`src/rtl/rca_seq_ctrl_pkg.sv`:
```
// Shared definitions for the slice-serial adder: controller states, index-width helper
// and the full-adder cell used by the ripple slice.
package rca_seq_ctrl_pkg;

    typedef enum logic [1:0] {
        IDLE = 2'd0,
        RUN  = 2'd1,
        DONE = 2'd2
    } state_e;

    // ceil(log2(n)) with a floor of 1 so a single-slice build still has a usable index
    function automatic int unsigned idx_width(input int unsigned n);
        int unsigned w;
        w = 0;
        for (int unsigned i = 0; i < 32; i++) begin
            if ((32'd1 << i) < n) w = i + 1;
        end
        return (w == 0) ? 1 : w;
    endfunction

    function automatic logic [1:0] full_add(input logic x, input logic y, input logic cin);
        return {(x & y) | (cin & (x ^ y)), x ^ y ^ cin};
    endfunction

endpackage

```
`src/rtl/rca_seq_ctrl_slice.sv`:
```
// Purely combinational SLICE-bit ripple-carry adder built from full-adder cells.
module rca_slice
    import rca_seq_ctrl_pkg::*;
#(
    parameter int unsigned SLICE = 8
) (
    input  logic [SLICE-1:0] x,
    input  logic [SLICE-1:0] y,
    input  logic             cin,
    output logic [SLICE-1:0] sum,
    output logic             cout
);

    logic [SLICE:0] cy;

    always_comb begin
        cy    = '0;
        sum   = '0;
        cy[0] = cin;
        for (int unsigned i = 0; i < SLICE; i++) begin
            {cy[i+1], sum[i]} = full_add(x[i], y[i], cy[i]);
        end
        cout = cy[SLICE];
    end

endmodule

```
`src/rtl/rca_seq_ctrl.sv`:
```
// Slice-serial adder: one shared SLICE-bit ripple slice iterated LSB-first over
// WIDTH/SLICE cycles with a registered inter-slice carry; start/busy/done handshake.
module rca_seq_ctrl
    import rca_seq_ctrl_pkg::*;
#(
    parameter int unsigned WIDTH = 32,
    parameter int unsigned SLICE = 8
) (
    input  logic             clk,
    input  logic             rst_n,
    input  logic             start,
    input  logic [WIDTH-1:0] a,
    input  logic [WIDTH-1:0] b,
    input  logic             c0,
    output logic [WIDTH-1:0] s,
    output logic             c,
    output logic             busy,
    output logic             done
);

    localparam int unsigned     NSLICE   = WIDTH / SLICE;
    localparam int unsigned     IDXW     = idx_width(NSLICE);
    localparam int unsigned     BW       = idx_width(WIDTH);
    localparam logic [IDXW-1:0] LAST_IDX = IDXW'(NSLICE - 1);

    state_e           state_q;
    logic [IDXW-1:0]  idx_q;
    logic [WIDTH-1:0] a_q;
    logic [WIDTH-1:0] b_q;
    logic             carry_q;
    logic [WIDTH-1:0] acc_q;
    logic [WIDTH-1:0] s_q;
    logic             c_q;
    logic             busy_q;
    logic             done_q;

    logic [BW-1:0]    base;
    logic [SLICE-1:0] slice_x;
    logic [SLICE-1:0] slice_y;
    logic [SLICE-1:0] slice_sum;
    logic             slice_cout;
    logic [WIDTH-1:0] acc_d;

    always_comb begin
        base                 = BW'(32'(idx_q) * SLICE);
        slice_x              = a_q[base +: SLICE];
        slice_y              = b_q[base +: SLICE];
        acc_d                = acc_q;
        acc_d[base +: SLICE] = slice_sum;
    end

    rca_slice #(
        .SLICE(SLICE)
    ) u_slice (
        .x   (slice_x),
        .y   (slice_y),
        .cin (carry_q),
        .sum (slice_sum),
        .cout(slice_cout)
    );

    // DONE shares the IDLE accept path so a held start re-launches with no bubble
    always_ff @(posedge clk or negedge rst_n) begin
        if (!rst_n) begin
            state_q <= IDLE;
            idx_q   <= '0;
            a_q     <= '0;
            b_q     <= '0;
            carry_q <= 1'b0;
            acc_q   <= '0;
            s_q     <= '0;
            c_q     <= 1'b0;
            busy_q  <= 1'b0;
            done_q  <= 1'b0;
        end else begin
            case (state_q)
                IDLE, DONE: begin
                    done_q <= 1'b0;
                    if (start) begin
                        a_q     <= a;
                        b_q     <= b;
                        carry_q <= c0;
                        idx_q   <= '0;
                        acc_q   <= '0;
                        busy_q  <= 1'b1;
                        state_q <= RUN;
                    end else begin
                        busy_q  <= 1'b0;
                        state_q <= IDLE;
                    end
                end
                RUN: begin
                    acc_q   <= acc_d;
                    carry_q <= slice_cout;
                    if (idx_q == LAST_IDX) begin
                        s_q     <= acc_d;
                        c_q     <= slice_cout;
                        done_q  <= 1'b1;
                        busy_q  <= 1'b0;
                        idx_q   <= '0;
                        state_q <= DONE;
                    end else begin
                        idx_q <= idx_q + 1'b1;
                    end
                end
                default: begin
                    busy_q  <= 1'b0;
                    done_q  <= 1'b0;
                    state_q <= IDLE;
                end
            endcase
        end
    end

    assign s    = s_q;
    assign c    = c_q;
    assign busy = busy_q;
    assign done = done_q;

endmodule

```
`config.mk`:
```
export PLATFORM = sky130hd
export DESIGN_NAME = rca_seq_ctrl
export DESIGN_NICKNAME = d
export VERILOG_FILES = /design/src/rtl/rca_seq_ctrl_pkg.sv /design/src/rtl/rca_seq_ctrl_slice.sv /design/src/rtl/rca_seq_ctrl.sv
export SDC_FILE = /design/constraint.sdc
export NUM_CORES = 1
export LEC_CHECK = 0
export ABC_AREA = 1
export CORE_UTILIZATION = 45
export DETAILED_ROUTE_END_ITERATION = 7
export PLACE_DENSITY = 0.69
export SLEW_MARGIN = 20
export SYNTH_ARGS = -nofsm -noshare
export SYNTH_HDL_FRONTEND = slang
export SYNTH_SLANG_ARGS = --single-unit
```
`constraint.sdc`:
```
create_clock -name clk -period 5.94 [get_ports clk]
set_input_delay 1.188 -clock clk [delete_from_list [all_inputs] [get_ports clk]]
set_output_delay 1.188 -clock clk [all_outputs]
set_load 0.02 [all_outputs]
```
==> flow_metrics.env, run 1 <==
export IMPL_status="complete, no violations"
export IMPL_critical_path_slowest_cell="dfrtp_1"
export IMPL_htreeDepth=4
export IMPL_ctsHoldBuffers=0
export IMPL_drc=0
export IMPL_leakagePower_nw=4.30
export IMPL_cts_tree="yes"
export IMPL_worstPathRequired_ns=6.24
export IMPL_grt_pass1_wl_um=26400
export IMPL_ant_nets=0
export IMPL_crit_type="reg2reg"
export IMPL_cts_setup_buffers=0
export IMPL_clk_pin_slew_ns=0.06
export IMPL_period_minus_slack_ns=5.05
export IMPL_yosys_area_top_type="dfrtp_1"
export IMPL_min_to="s[16]"
export IMPL_finalCritPeriodShare_pct=85.1
export IMPL_tightest_slew_ns=0.982
export IMPL_place_inst=1088
export IMPL_hpwl_um=10800
export IMPL_synth_avg_cell_area_sq_um=7.71
export IMPL_cts_buffers=17
export IMPL_skew_ns=0.00573
export IMPL_initial_utilization_pct=46.4
export IMPL_totalPowerFinal_mw=4.97
export IMPL_cts_max_path_buffers=2
export IMPL_finalNonFillerCells=1120
export IMPL_place_worst_setup_slack_ns=0.973
export IMPL_fillers=1292
export IMPL_maxCapViolCount=0
export IMPL_p_per_area_nw_per_um2=606
export IMPL_r2r_worst_path_cells=19
export IMPL_ys_ff_latch=134
export IMPL_synthCells=843
export IMPL_path_max_fanout=21
export IMPL_path_cells="inv_1, nand2_1, nand3_1, nand2_1, fa_1, fa_1, fa_1, fa_1, fa_1, inv_1, fa_1, inv_1, fa_1, inv_1, fa_1, nand3_1, o21bai_1, nand2_1, nand2_1"
export IMPL_grt_usage_pct=23.1
export IMPL_die_w_um=122
export IMPL_hp_start="s[16]"
export IMPL_cp_start_kind="flip-flop"
export IMPL_io_pins=103
export IMPL_grt_max_degree=67
export IMPL_core_rowCount=43
export IMPL_wl_um=15600
export IMPL_maxSlewViolCount=0
export IMPL_nets=1009
export IMPL_grt_pass1_vias=5403
export IMPL_ys_seq_area_share_pct=51.6
export IMPL_yosysWarnings=0
export IMPL_diodes=0
export IMPL_hp_class="reg2reg"
export IMPL_die_h_um=122
export IMPL_timing_fmax_ghz=0.198
export IMPL_synth_fp_nets=925
export IMPL_max_stage_delay_ns=0.59
export IMPL_core_sq_um=14000
export IMPL_grt_overflow=0
export IMPL_area_delta_synth_final_pct=26.3
export IMPL_synth_top_area_share_pct=51.6
export IMPL_clockRootBuffer="clkbuf_16"
export IMPL_syn_area_sq_um=6500
export IMPL_clk_insertion_delay_late_ns=0.42
export IMPL_worstPathBufferInverterCount=4
export IMPL_hold_viol=0
export IMPL_rrSetupSlack_ns=0.89
export IMPL_cp_startpoint="idx_q[0]"
export IMPL_avgRoutedWirePerCell_um=13.9
export IMPL_fin_tns_setup_ns=0
export IMPL_place_congestion=0.871
export IMPL_cts_sinks=134
export IMPL_max_slew_margin_rel_pct=34.1
export IMPL_ys_top_cells_by_area="dfrtp_1 52%, nand2_1 25%, nand3_1 8.5%"
export IMPL_drive_gt1_share_pct=5.11
export IMPL_grt_antenna_before_repair=0
export IMPL_drtPass1Iterations=5
export IMPL_r2r_start="idx_q[0]"
export IMPL_cp_common_cell="fa_1"
export IMPL_worstSetupEndpointType="flip-flop"
export IMPL_dieArea_sq_um=14900
export IMPL_finalSetupViolations=0
export IMPL_post_cts_resized=0
export IMPL_r2r_end="acc_q[15]"
export IMPL_cp_data_arrival_time_ns=5.35
export IMPL_port_buffers=102
export IMPL_vdd_drop_max_mv=0.376
export IMPL_setup_slack_ns=0.886
export IMPL_whs_path_depth=2
export IMPL_drt_iter0_markers=430
export IMPL_vias_per_cell=4.95
export IMPL_whs_ns=0.474
export IMPL_ys_types=23
export IMPL_vias=5539
export IMPL_rsz0062_at_grt="false"
export IMPL_crit_family="adder cells"
cell type report:
class | instances | area, sq um | area share (%)
clock buffer | 24 | 502 | 6.11
clock inverter | 8 | 143 | 1.74
inverter | 39 | 146 | 1.78
multi-input combinational | 624 | 2760 | 33.6
sequential | 134 | 3350 | 40.9
tap | 180 | 225 | 2.74
timing repair buffer | 111 | 1080 | 13.2
metrics by stage:
step	cell area, sq um	utilization [%]
floorplan	6500	-
global placement	7560	54.1
detailed placement	7560	54.1
CTS	8210	58.7
global route	8210	58.7
finish	8210	58.7
worst max-delay path by stage:
stage | to | slack [ns] | cells past startpoint
CTS | acc_q[15] | 0.91 | 19
global placement | acc_q[31] | 1.07 | 19
global route | acc_q[15] | 0.54 | 19
detailed placement | acc_q[15] | 0.97 | 19
floorplan | acc_q[15] | 1.54 | 20
finish | acc_q[15] | 0.89 | 19
cells in the mapped netlist:
cell,number
nor2_4,1
buf_2,31
o21ai_0,11
ha_1,6
clkinv_1,3
nand3_1,111
nor3_1,1
nor2_1,29
o22ai_1,5
o21bai_1,12
nand2_1,437
inv_2,2
clkbuf_1,7
fa_1,8
nand2_2,1
dfrtp_1,134
inv_1,34
buf_4,2
buf_6,3
or2_2,1
buf_1,2
clkbuf_2,1
nand3_2,1
flip-flops by register name, indices dropped and copies added (netlist names):
name and cells:
s 32, b_q 32, acc_q 32, a_q 32, state_q 1, idx_q 2, c 1, busy 1
carry_q 1
metal layers:
layer	vias to the layer above	track usage, %	share of wire, %
li1	2789	-	-
met2	154	35.5	47
met1	2572	31.7	47
met4	0	9.76	2.1
met5	-	0	0
met3	24	4.78	4.2
worst reg2reg max path: stages, from the launching register on:
cell and delay (ns):
dfrtp_1 0.59, inv_1 0.55, nand2_1 0.12, nand3_1 0.09, nand2_1 0.07, fa_1 0.40, fa_1 0.39, fa_1 0.39
fa_1 0.39, fa_1 0.38, inv_1 0.08, fa_1 0.15, inv_1 0.05, fa_1 0.36, inv_1 0.08, fa_1 0.45
nand3_1 0.13, o21bai_1 0.09, nand2_1 0.07, nand2_1 0.09
power by group:
group / internal, mW / switching (mW) / total [mW]
Combinational: 0.792 / 1.50 / 2.30
Clock: 0.756 / 0.380 / 1.14
Sequential: 1.29 / 0.251 / 1.54
logic make-up (layout without fill, tap and decap cells):
group           after synthesis  in the layout  synth area share, %
fa+ha+maj                    14             14                 3.62
buf+inv                      85            182                 5.99
simple gates                582            582                 36.1
flops                       134            134                 51.6
compound gates               28             28                 2.72
placed cells by master (no fill, tap or decap):
master / instances
buf_4: 10
nand2_2: 2
dfrtp_1: 134
fa_1: 8
inv_2: 2
o21bai_1: 12
clkdlybuf4s50_1: 100
clkbuf_8: 5
or2_2: 1
clkbuf_1: 2
nor3_1: 1
nand3_1: 111
nand2_1: 436
clkbuf_16: 17
o21ai_0: 11
buf_2: 1
clkinv_2: 3
clkinv_1: 4
bufinv_16: 4
nor2_1: 29
inv_1: 33
o22ai_1: 5
nand3_2: 1
ha_1: 6
nor2_4: 1
clkinvlp_4: 1
No activity file was read; power rests on OpenSTA's default activity.
==> run 2: changes to the inputs <==
SYNTH_HIERARCHICAL = 1   (was not set)
==> flow_metrics.env, run 2 <==
export IMPL_yosysMostFrequentCell="nand2_1"
export IMPL_totalPowerFinal_mw=4.80
export IMPL_port_buffers=102
export IMPL_hold_viol=0
export IMPL_grt_max_degree=86
export IMPL_vias_per_cell=4.98
export IMPL_hp_class="reg2reg"
export IMPL_clockRootBuffer="clkbuf_16"
export IMPL_ys_seq_area_share_pct=51.4
export IMPL_clk_pin_slew_ns=0.06
export IMPL_dieArea_sq_um=15000
export IMPL_post_cts_resized=0
export IMPL_setup_slack_ns=0.837
export IMPL_fin_tns_setup_ns=0
export IMPL_netlist_top_cells_count="412 x nand2_1, 134 x dfrtp_1, 71 x nand3_1"
export IMPL_rsz0062_at_grt="false"
export IMPL_r2r_start="idx_q[1]"
export IMPL_final_cell_mix="412 x nand2_1, 134 x dfrtp_1, 100 x clkdlybuf4s50_1"
export IMPL_io_pins=103
export IMPL_synth_fp_nets=904
export IMPL_ys_top_cells_by_area="dfrtp_1 51%, nand2_1 24%, nand3_1 5.4%"
export IMPL_synthCells=822
export IMPL_initial_utilization_pct=46.6
export IMPL_whs_path_depth=2
export IMPL_finalSetupViolations=0
export IMPL_wl_um=15600
export IMPL_p_per_area_nw_per_um2=591
export IMPL_cts_tree="yes"
export IMPL_synth_avg_cell_area_sq_um=7.94
export IMPL_timing_fmax_ghz=0.196
export IMPL_skew_ns=0.00885
export IMPL_tightest_slew_ns=1.01
export IMPL_drive_gt1_share_pct=6.76
export IMPL_cp_start_kind="flip-flop"
export IMPL_cts_sinks=134
export IMPL_grt_antenna_before_repair=0
export IMPL_cts_setup_buffers=0
export IMPL_die_w_um=122
export IMPL_cp_data_arrival_time_ns=5.46
export IMPL_period_minus_slack_ns=5.10
export IMPL_ys_types=26
export IMPL_path_max_fanout=19
export IMPL_leakagePower_nw=4.26
export IMPL_status="complete, no violations"
export IMPL_ys_ff_latch=134
export IMPL_synth_edff_count=0
export IMPL_grt_usage_pct=23.2
export IMPL_syn_area_sq_um=6530
export IMPL_hp_start="a_q[9]"
export IMPL_grt_pass1_wl_um=26500
export IMPL_ant_nets=0
export IMPL_maxSlewViolCount=0
export IMPL_maxCapViolCount=0
export IMPL_vias=5468
export IMPL_final_common_cell="nand2_1"
export IMPL_max_slew_margin_rel_pct=32.1
export IMPL_synth_top_area_share_pct=51.4
export IMPL_worstPathRequired_ns=6.30
export IMPL_drtPass1Iterations=8
export IMPL_place_congestion=0.890
export IMPL_core_sq_um=14000
export IMPL_grt_pass1_vias=5458
export IMPL_yosys_area_top_type="dfrtp_1"
export IMPL_avgRoutedWirePerCell_um=14.2
export IMPL_drc=0
export IMPL_ctsHoldBuffers=0
export IMPL_yosysWarnings=6
export IMPL_vdd_drop_max_mv=0.323
export IMPL_drt_iter0_markers=391
export IMPL_core_rowCount=43
export IMPL_diodes=0
export IMPL_hpwl_um=10500
export IMPL_nets=987
export IMPL_worstSetupEndpointType="flip-flop"
export IMPL_area_delta_synth_final_pct=24.3
export IMPL_crit_type="reg2reg"
export IMPL_cts_max_path_buffers=2
export IMPL_clk_insertion_delay_late_ns=0.42
export IMPL_htreeDepth=4
export IMPL_cts_buffers=17
export IMPL_die_h_um=122
export IMPL_finalCritPeriodShare_pct=85.9
export IMPL_synthFlopType="dfrtp_1"
export IMPL_cp_startpoint="idx_q[1]"
export IMPL_r2r_worst_path_cells=21
export IMPL_grt_overflow=0
export IMPL_ys_async_sr_fraction_pct=100
export IMPL_place_worst_setup_slack_ns=0.958
-- run 2: path summary, 6_finish.rpt --
check	end	slack [ns]
max	s[15]	0.84
min	a_q[9]	0.46
max reg2reg	s[15]	0.84
min reg2reg	a_q[9]	0.46
max in group asynchronous	a_q[12]	3.98
min in group asynchronous	s[8]	0.81
-- run 2: worst max-delay path, cell delays in order, from the launching register on --
cell and delay (ns):
dfrtp_1 0.64, clkinv_1 0.44, o21ai_0 0.18, o22ai_1 0.08, inv_1 0.08, fa_1 0.16, inv_1 0.05, fa_1 0.37
fa_1 0.41, fa_1 0.39, fa_1 0.39, fa_1 0.40, fa_1 0.39, inv_1 0.08, fa_1 0.40, inv_1 0.08
nand2_1 0.08, nor2_1 0.13, nand2_1 0.07, nand2_1 0.08, nand2_1 0.06, nand2_1 0.08
-- run 2: power by group --
part           total (mW)  switching, mW  internal (mW)
logic                2.22           1.45          0.769
registers            1.54          0.246           1.29
clock network        1.04          0.382          0.654
-- run 2: cell type report --
type                       count  area [sq um]
clock buffer                  21           480
clock inverter                10           103
fill                        1307          5880
inverter                      33           136
multi-input combinational    611          2750
sequential                   134          3350
tap                          180           225
timing repair buffer         108          1060
-- run 2: per-stage QoR --
stage                     utilization (%)  instances  hold slack, ns  cell area, sq um
after detailed placement             53.8       1066           0.453              7520
final                                58.0       1097           0.463              8110
after global placement               53.8       1066           0.449              7520
after global routing                 58.0       1097           0.493              8110
after CTS                            58.0       1097           0.468              8110
after floorplan                         -        822           0.437              6530
-- run 2: cell families (layout without fill, tap and decap cells) --
kind of cell               Yosys count  after routing  synth area share, %
adders and majority gates           14             14                 3.60
buffers and inverters               77            172                 6.44
and+or+nand+nor                    544            544                 34.2
AOI/OAI and AO/OA                   53             53                 4.39
DFF                                134            134                 51.4
-- run 2: per-layer routing --
metal / vias to the layer above / part of all wire [%] / wire (um) / track usage (%)
li1: 2761 / - / - / -
met1: 2542 / 45 / 7090 / 30.1
met2: 137 / 48 / 7520 / 37.9
met3: 28 / 4.2 / 658 / 5.25
met4: 0 / 2.2 / 337 / 8.61
met5: - / 0 / 0 / 0
